<file path="src/rtl/core_pkg.sv">
// core_pkg: shared types and lane helpers for the memory-access stage
package core_pkg;
    typedef enum logic [2:0] {
        OP_B  = 3'b000,
        OP_H  = 3'b001,
        OP_W  = 3'b010,
        OP_BU = 3'b100,
        OP_HU = 3'b101
    } mem_op_t;

    typedef struct packed {
        logic [31:0] reg_data;
        logic [31:0] csr_data;
        logic [4:0]  rd;
        logic        reg_write;
        logic [11:0] csr;
        logic        csr_write;
        logic        is_load;
        logic [2:0]  op_type;
        logic [1:0]  off;
        logic        misaligned;
        logic        done;
        logic [31:0] ldata;
    } ma_entry_t;

    function automatic logic is_aligned(logic [2:0] op, logic [1:0] off);
        return op[1:0] == 2'b00 ? 1'b1 : op[1:0] == 2'b01 ? !off[0] : off == 2'b00;
    endfunction

    function automatic logic [3:0] lane_be(logic [2:0] op, logic [1:0] off);
        return op[1:0] == 2'b00 ? 4'b0001 << off : op[1:0] == 2'b01 ? 4'b0011 << off : 4'b1111;
    endfunction

    function automatic logic [31:0] lane_wdata(logic [2:0] op, logic [31:0] d);
        return op[1:0] == 2'b00 ? {4{d[7:0]}} : op[1:0] == 2'b01 ? {2{d[15:0]}} : d;
    endfunction

    function automatic logic [31:0] load_extend(logic [2:0] op, logic [1:0] off, logic [31:0] ldata);
        logic [31:0] s;
        s = ldata >> {off, 3'b000};
        return op == OP_B  ? {{24{s[7]}}, s[7:0]} :
               op == OP_BU ? {24'b0, s[7:0]} :
               op == OP_H  ? {{16{s[15]}}, s[15:0]} :
               op == OP_HU ? {16'b0, s[15:0]} : s;
    endfunction
endpackage

</file>
<file path="src/rtl/core_ma_ooq_fifo.sv">
// core_ma_ooq_fifo: in-order completion queue with out-of-band completion by index
module core_ma_ooq_fifo
    import core_pkg::*;
#(
    parameter int DEPTH = 4,
    localparam int AW = $clog2(DEPTH)
) (
    input  logic          clk,
    input  logic          rest,
    input  logic          push,
    input  ma_entry_t     push_entry,
    input  logic          pop,
    input  logic          cmp,
    input  logic [AW-1:0] cmp_idx,
    input  logic [31:0]   cmp_data,
    output ma_entry_t     head,
    output logic          empty,
    output logic          full,
    output logic          pend,
    output logic [AW-1:0] pend_idx
);
    ma_entry_t     mem_q [DEPTH];
    ma_entry_t     mem_d [DEPTH];
    logic [AW-1:0] head_q, head_d, tail_q, tail_d;
    logic [AW:0]   count_q, count_d;

    assign head  = mem_q[head_q];
    assign empty = count_q == '0;
    assign full  = count_q == (AW + 1)'(DEPTH);

    // Next queue state: push at tail, pop at head, fill in a load response by index
    always_comb begin
        mem_d   = mem_q;
        head_d  = pop ? head_q + 1'b1 : head_q;
        tail_d  = push ? tail_q + 1'b1 : tail_q;
        count_d = count_q + (AW + 1)'(push) - (AW + 1)'(pop);
        if (push) mem_d[tail_q] = push_entry;
        if (cmp) begin
            mem_d[cmp_idx].ldata = cmp_data;
            mem_d[cmp_idx].done  = 1'b1;
        end
    end

    // Oldest occupied entry still awaiting data; only aligned loads are ever pushed not-done
    always_comb begin
        pend     = 1'b0;
        pend_idx = head_q;
        for (int i = DEPTH - 1; i >= 0; i--) begin
            if ((AW + 1)'(i) < count_q && !mem_q[head_q + AW'(i)].done) begin
                pend     = 1'b1;
                pend_idx = head_q + AW'(i);
            end
        end
    end

    // Queue storage and pointers
    always_ff @(posedge clk or negedge rest) begin
        if (!rest) begin
            for (int i = 0; i < DEPTH; i++) mem_q[i] <= '0;
            head_q  <= '0;
            tail_q  <= '0;
            count_q <= '0;
        end else begin
            mem_q   <= mem_d;
            head_q  <= head_d;
            tail_q  <= tail_d;
            count_q <= count_d;
        end
    end
endmodule

</file>
<file path="src/rtl/core_ma_ooq.sv">
// core_ma_ooq: memory-access stage, Avalon-MM master with in-order completion queue
module core_ma_ooq
    import core_pkg::*;
#(
    parameter int DEPTH  = 4,
    parameter int ADDR_W = 32
) (
    input  logic              clk,
    input  logic              rest,
    input  logic              em_valid,
    output logic              em_ready,
    input  logic [31:0]       em_reg_data_mem_addr,
    input  logic [31:0]       em_csr_data_mem_data,
    input  logic              em_mem_read,
    input  logic              em_mem_write,
    input  logic [2:0]        em_mem_op_type,
    input  logic [4:0]        em_rd,
    input  logic              em_reg_write,
    input  logic [11:0]       em_csr,
    input  logic              em_csr_write,
    output logic              mw_valid,
    input  logic              mw_ready,
    output logic [31:0]       mw_reg_data,
    output logic [31:0]       mw_csr_data,
    output logic [31:0]       mw_mem_data,
    output logic              mw_mem_data_valid,
    output logic [4:0]        mw_rd,
    output logic              mw_reg_write,
    output logic [11:0]       mw_csr,
    output logic              mw_csr_write,
    output logic              mw_reg_write_sel,
    output logic              mw_misaligned,
    output logic [ADDR_W-1:0] avl_address,
    output logic              avl_read,
    output logic              avl_write,
    output logic [3:0]        avl_byteenable,
    output logic [31:0]       avl_writedata,
    input  logic              avl_waitrequest,
    input  logic [31:0]       avl_readdata,
    input  logic              avl_readdatavalid,
    output logic              err_spurious_rsp
);
    localparam int AW = $clog2(DEPTH);

    logic [1:0]    off;
    logic          aligned, mem_issue, full, empty, push, pop, pend, rsp;
    logic          err_spurious_d, err_spurious_q;
    logic [AW-1:0] pend_idx;
    ma_entry_t     entry, head;

    assign off            = em_reg_data_mem_addr[1:0];
    assign aligned        = is_aligned(em_mem_op_type, off);
    assign mem_issue      = (em_mem_read || em_mem_write) && aligned;
    assign em_ready       = !full && !(mem_issue && avl_waitrequest);
    assign push           = em_valid && em_ready;
    assign avl_read       = em_valid && em_mem_read && aligned && !full;
    assign avl_write      = em_valid && em_mem_write && aligned && !full;
    assign avl_address    = {em_reg_data_mem_addr[ADDR_W-1:2], 2'b00};
    assign avl_byteenable = lane_be(em_mem_op_type, off);
    assign avl_writedata  = lane_wdata(em_mem_op_type, em_csr_data_mem_data);

    // Snapshot the accepted op; only aligned loads wait for a bus response
    always_comb begin
        entry            = '0;
        entry.reg_data   = em_reg_data_mem_addr;
        entry.csr_data   = em_csr_data_mem_data;
        entry.rd         = em_rd;
        entry.reg_write  = em_reg_write;
        entry.csr        = em_csr;
        entry.csr_write  = em_csr_write;
        entry.is_load    = em_mem_read;
        entry.op_type    = em_mem_op_type;
        entry.off        = off;
        entry.misaligned = (em_mem_read || em_mem_write) && !aligned;
        entry.done       = !(em_mem_read && aligned);
    end

    assign rsp            = avl_readdatavalid && pend;
    assign pop            = mw_valid && mw_ready;
    assign err_spurious_d = err_spurious_q || (avl_readdatavalid && !pend);

    core_ma_ooq_fifo #(.DEPTH(DEPTH)) u_fifo (
        .clk       (clk),
        .rest      (rest),
        .push      (push),
        .push_entry(entry),
        .pop       (pop),
        .cmp       (rsp),
        .cmp_idx   (pend_idx),
        .cmp_data  (avl_readdata),
        .head      (head),
        .empty     (empty),
        .full      (full),
        .pend      (pend),
        .pend_idx  (pend_idx)
    );

    assign mw_valid          = !empty && head.done;
    assign mw_reg_data       = head.reg_data;
    assign mw_csr_data       = head.csr_data;
    assign mw_rd             = head.rd;
    assign mw_reg_write      = head.reg_write;
    assign mw_csr            = head.csr;
    assign mw_csr_write      = head.csr_write;
    assign mw_reg_write_sel  = head.is_load;
    assign mw_mem_data       = load_extend(head.op_type, head.off, head.ldata);
    assign mw_mem_data_valid = mw_valid && head.is_load && !head.misaligned;
    assign mw_misaligned     = mw_valid && head.misaligned;
    assign err_spurious_rsp  = err_spurious_q;

    // Sticky flag for a response beat with no outstanding load
    always_ff @(posedge clk or negedge rest) begin
        if (!rest) err_spurious_q <= 1'b0;
        else err_spurious_q <= err_spurious_d;
    end
endmodule

</file>
<file path="config.mk">
export PLATFORM = sky130hd
export DESIGN_NAME = core_ma_ooq
export DESIGN_NICKNAME = d
export VERILOG_FILES = /design/src/rtl/core_pkg.sv /design/src/rtl/core_ma_ooq_fifo.sv /design/src/rtl/core_ma_ooq.sv
export SDC_FILE = /design/constraint.sdc
export NUM_CORES = 1
export LEC_CHECK = 0
export ABC_CLOCK_PERIOD_IN_PS = 3400
export CAP_MARGIN = 10
export CORE_MARGIN = 1.5
export CORE_UTILIZATION = 45
export DETAILED_ROUTE_END_ITERATION = 10
export PLACE_DENSITY = 0.66
export SETUP_SLACK_MARGIN = 0.1
export SLEW_MARGIN = 0
export SYNTH_ARGS = -nofsm -noshare
export SYNTH_HDL_FRONTEND = slang
export SYNTH_HIERARCHICAL = 1
export SYNTH_SLANG_ARGS = --single-unit
</file>
<file path="constraint.sdc">
create_clock -name clk -period 3.4 [get_ports clk]
set_clock_uncertainty 0.05 [all_clocks]
set_input_delay 0.68 -clock clk [delete_from_list [all_inputs] [get_ports clk]]
set_output_delay 0.68 -clock clk [all_outputs]
set_load 0.05 [all_outputs]
</file>
==> impl_summary.log <==
[metrics] area share of and/or/nand/nor cells after synthesis: 0.0358
[metrics] post-synthesis instance total: 1785
[metrics] FFs w/ async S/R, synth: 1.00
[metrics] post-cts hold buffer count: 0
[metrics] CTS HTree Levels: 2
[metrics] type of the setup path with the least slack: flip-flop to output pin
[metrics] GRT overflow: 0
[metrics] RSZ-0062 raised after global routing: true
[metrics] library cell used as clock root buffer: clkbuf_16
[metrics] Core Region: approximately 0.054 mm²
[metrics] final layout net count: 2361
[metrics] area grow syn2layout: 30.2%
[metrics] CTS tree: done
[metrics] final hold violation count: 2
[metrics] critical path launch point type: flip-flop
[metrics] run status: complete, but fails checks
[metrics] slew of the pin with the lowest slew margin: 0.702 ns
[metrics] Port Buf Inserts: 314
[metrics] synth unique cells: 52
[metrics] number of DRC violations after detailed-routing iteration 0: 772
[metrics] IO Count: 317
[metrics] Critical Path AT: ~3 ns
[metrics] class of the most critical hold timing path: input port to async pin
[metrics] die outline width: 237 µm
[metrics] antenna violations before repair: 6
[metrics] Post-Synth XOR/XNOR Area: 0.00178
[metrics] Initial Utilization: 0.455
[metrics] DIE HEIGHT: 237 µm
[metrics] sequential cell area fraction in the yosys report: 0.510
[metrics] count of final max-slew check failures: 0
[metrics] Final Non-Filler Cells: 2961
[metrics] Total Routing Usage GR: 0.230
[metrics] FF-to-FF setup slack: roughly 0.29 ns
[metrics] final worst slack: -0.323 ns
[metrics] final core area utilization: 0.593
[metrics] count of filler cells inserted in the layout: 4233
[metrics] total wirelength of the detailed-routed design: around 64 mm
[metrics] number of setup violations in the final report: 30
[metrics] post-synthesis area per instance: 13.8 µm²
[metrics] violated checks: hold timing, setup timing
[metrics] first-pass GRT wire length: around 100 mm
[metrics] number of enable flip-flop cells after synthesis: 0
[metrics] clock slew at reported path FFs: 0.06 ns
[metrics] top flip-flop cell by instance count after synthesis: dfrtp_1
[metrics] fraction of layout instances using a drive strength above 1: 0.401
[metrics] Synth Area in Compound Gates: 0.0518
[metrics] MaxCap Viol Count: 0
[metrics] estimated wirelength of the detail-placed design: 42.7 mm
[metrics] area of the mapped netlist: 0.0246 mm²
[metrics] final setup TNS: -7.13 ns
[metrics] Fmax: ~270 MHz
[metrics] startpoint of the lowest-slack register-to-register path: u_fifo/head_q[0]
[metrics] warning count from the yosys run: 6
[metrics] main combinational cell family by area after synthesis: multiplexers
[metrics] WP data required: around 2.7 ns
[metrics] proportion of synthesized area in mux cells: 0.354
[metrics] Worst Reg-to-Reg Cells: 12
[metrics] standard-cell rows: 85
[metrics] maximum count of clock buffers along a single path: 3
[metrics] RD Place Congestion: 0.832
[metrics] number of synthesized register bits: 500
[metrics] fin crit share: 1.10
[metrics] average wire per standard cell: between 20 and 25 µm
[metrics] pin count of the biggest net entering global routing: 76
[metrics] Min Hold Slack: -0.00610 ns
[metrics] arithmetic-cell share of the synthesized area counting full adders, half adders and majority gates: 0.00693
[metrics] total number of vias: 16100
[metrics] normalized max-slew margin: 0.532
[metrics] Critical Path Sink Type: output pin
[metrics] CTS Buf Count: 54
[metrics] Die Outline Area: around 0.056 mm²
[metrics] post-layout minimum cycle time: 3.72 ns
[metrics] maximum fanout count along the critical path: 16
[metrics] iteration count of the initial detailed-routing pass: 5
[metrics] via count of the first global-routing pass: 17100
[metrics] DRC errors left: 0
[metrics] number of placed instances, taps included: 2836
[metrics] clk sink count: 500
[metrics] clock insertion delay at the later pin of the skew report: 0.61 ns
[metrics] Antenna Nets Post-Route: 0
[metrics] capture instance of the worst register-to-register path: u_fifo/mem_q[381]
[metrics] detailed-route vias per instance: 5.43
==> per-stage QoR <==
stage                     area (µm²)  hold WS (ns)  worst slack (ns)
after global routing           32000        0.0387            -0.430
after global placement         29400         0.414            0.0540
after floorplan                25200         0.334            -0.103
after CTS                      31600       0.00819            -0.362
final                          32000      -0.00610            -0.323
after detailed placement       29400         0.426            0.0312
==> worst max-delay path by stage <==
stage	to	slack (ns)	cells after the start	from
after floorplan	mw_mem_data[0]	-0.10	7	u_fifo/head_q[0]
after global placement	mw_mem_data_valid	0.05	5	u_fifo/head_q[0]
after detailed placement	mw_mem_data_valid	0.03	5	u_fifo/head_q[0]
after CTS	mw_mem_data[20]	-0.36	7	u_fifo/head_q[0]
after global routing	mw_mem_data[20]	-0.43	7	u_fifo/head_q[0]
final	mw_mem_data[20]	-0.32	7	u_fifo/head_q[0]
==> cells in the mapped netlist, types with 2 or more instances <==
master / n / area, µm²
a211o_1: 5 / 43.8
nor2_1: 68 / 255
clkbuf_1: 40 / 150
mux2_4: 2 / 30.0
nand3_1: 5 / 25.0
nor2b_1: 5 / 31.3
o21ai_1: 2 / 10.0
mux2i_1: 146 / 1460
a31oi_1: 17 / 106
nand2_1: 95 / 357
mux4_2: 123 / 2770
mux2_2: 393 / 4430
a22oi_1: 8 / 60.1
buf_2: 68 / 340
and2_1: 3 / 18.8
nor3_1: 4 / 20.0
dfrtp_1: 500 / 12500
inv_1: 13 / 48.8
xor2_1: 3 / 26.3
xnor2_1: 2 / 17.5
nand2b_1: 4 / 25.0
o21ai_0: 92 / 460
nand3b_1: 4 / 30.0
a21oi_1: 66 / 330
buf_1: 13 / 48.8
buf_6: 2 / 22.5
and3_1: 5 / 31.3
or2_2: 2 / 12.5
buf_4: 46 / 345
o31ai_2: 11 / 138
o31ai_1: 6 / 45.0
ha_1: 12 / 150
==> layer usage <==
layer | wire [µm] | track usage | part of all wire
met1 | 28000 | 0.313 | 0.44
met2 | 30400 | 0.367 | 0.48
met3 | 3510 | 0.0497 | 0.055
met4 | 1750 | 0.0758 | 0.028
met5 | 23 | 0 | 0.00036
==> worst max-delay path, stage by stage (launching register included) <==
cell	delay (ns)
dfrtp_4	0.44
buf_6	0.17
mux4_2	0.59
or3b_4	0.42
a221oi_4	0.24
buf_12	0.24
o31ai_2	0.09
buf_4	0.19
==> cells in the final DEF, fill, tap and decap left out, types with 5 or more instances in the layout <==
cell / count
buf_8: 10
clkbuf_1: 15
a21oi_1: 66
mux4_2: 123
a22oi_1: 6
nor2_1: 67
clkinv_2: 5
buf_4: 116
conb_1: 130
o21ai_1: 8
nand3_1: 5
clkbuf_8: 13
o21ai_2: 5
o21ai_0: 80
o31ai_2: 6
a31oi_2: 5
dfrtp_1: 498
buf_12: 70
a211o_1: 5
clkdlybuf4s50_1: 163
ha_1: 12
inv_1: 13
nand2_1: 91
o31ai_4: 11
bufinv_16: 6
mux2_2: 393
a31oi_1: 12
buf_6: 43
clkbuf_16: 59
mux2i_1: 145
==> layout make-up <==
type                    count  area [µm²]  area share
multi-input cells        1230       11800       0.370
clock inverters            13         225     0.00705
inverters                  14        53.8     0.00168
clock buffers              83        1610      0.0504
well taps                 696         871      0.0272
diodes                      3        7.51    0.000235
flip-flops and latches    500       12500       0.392
repair buffers            422        4840       0.151
==> kinds of logic (layout without fill, tap and decap cells) <==
logic type | after synthesis | after routing
muxes | 665 | 665
DFF | 500 | 500
AOI/OAI and AO/OA | 214 | 214
and+or+nand+nor | 203 | 203
buffers and inverters | 184 | 532
adders and majority gates | 13 | 13
xor gates and xnor gates | 5 | 5
other | 1 | 133
==> what timing repair did <==
action	4_1_cts	5_1_grt
cloned	1	4
buffers inserted	15	6
endpoints found under the hold margin	0	0
gates resized for setup	95	53
pin swaps	1	0
endpoints found under the setup margin	110	97
Power is not shown: default switching activity piles up to over one toggle a cycle in this logic, so the estimate is an artifact.
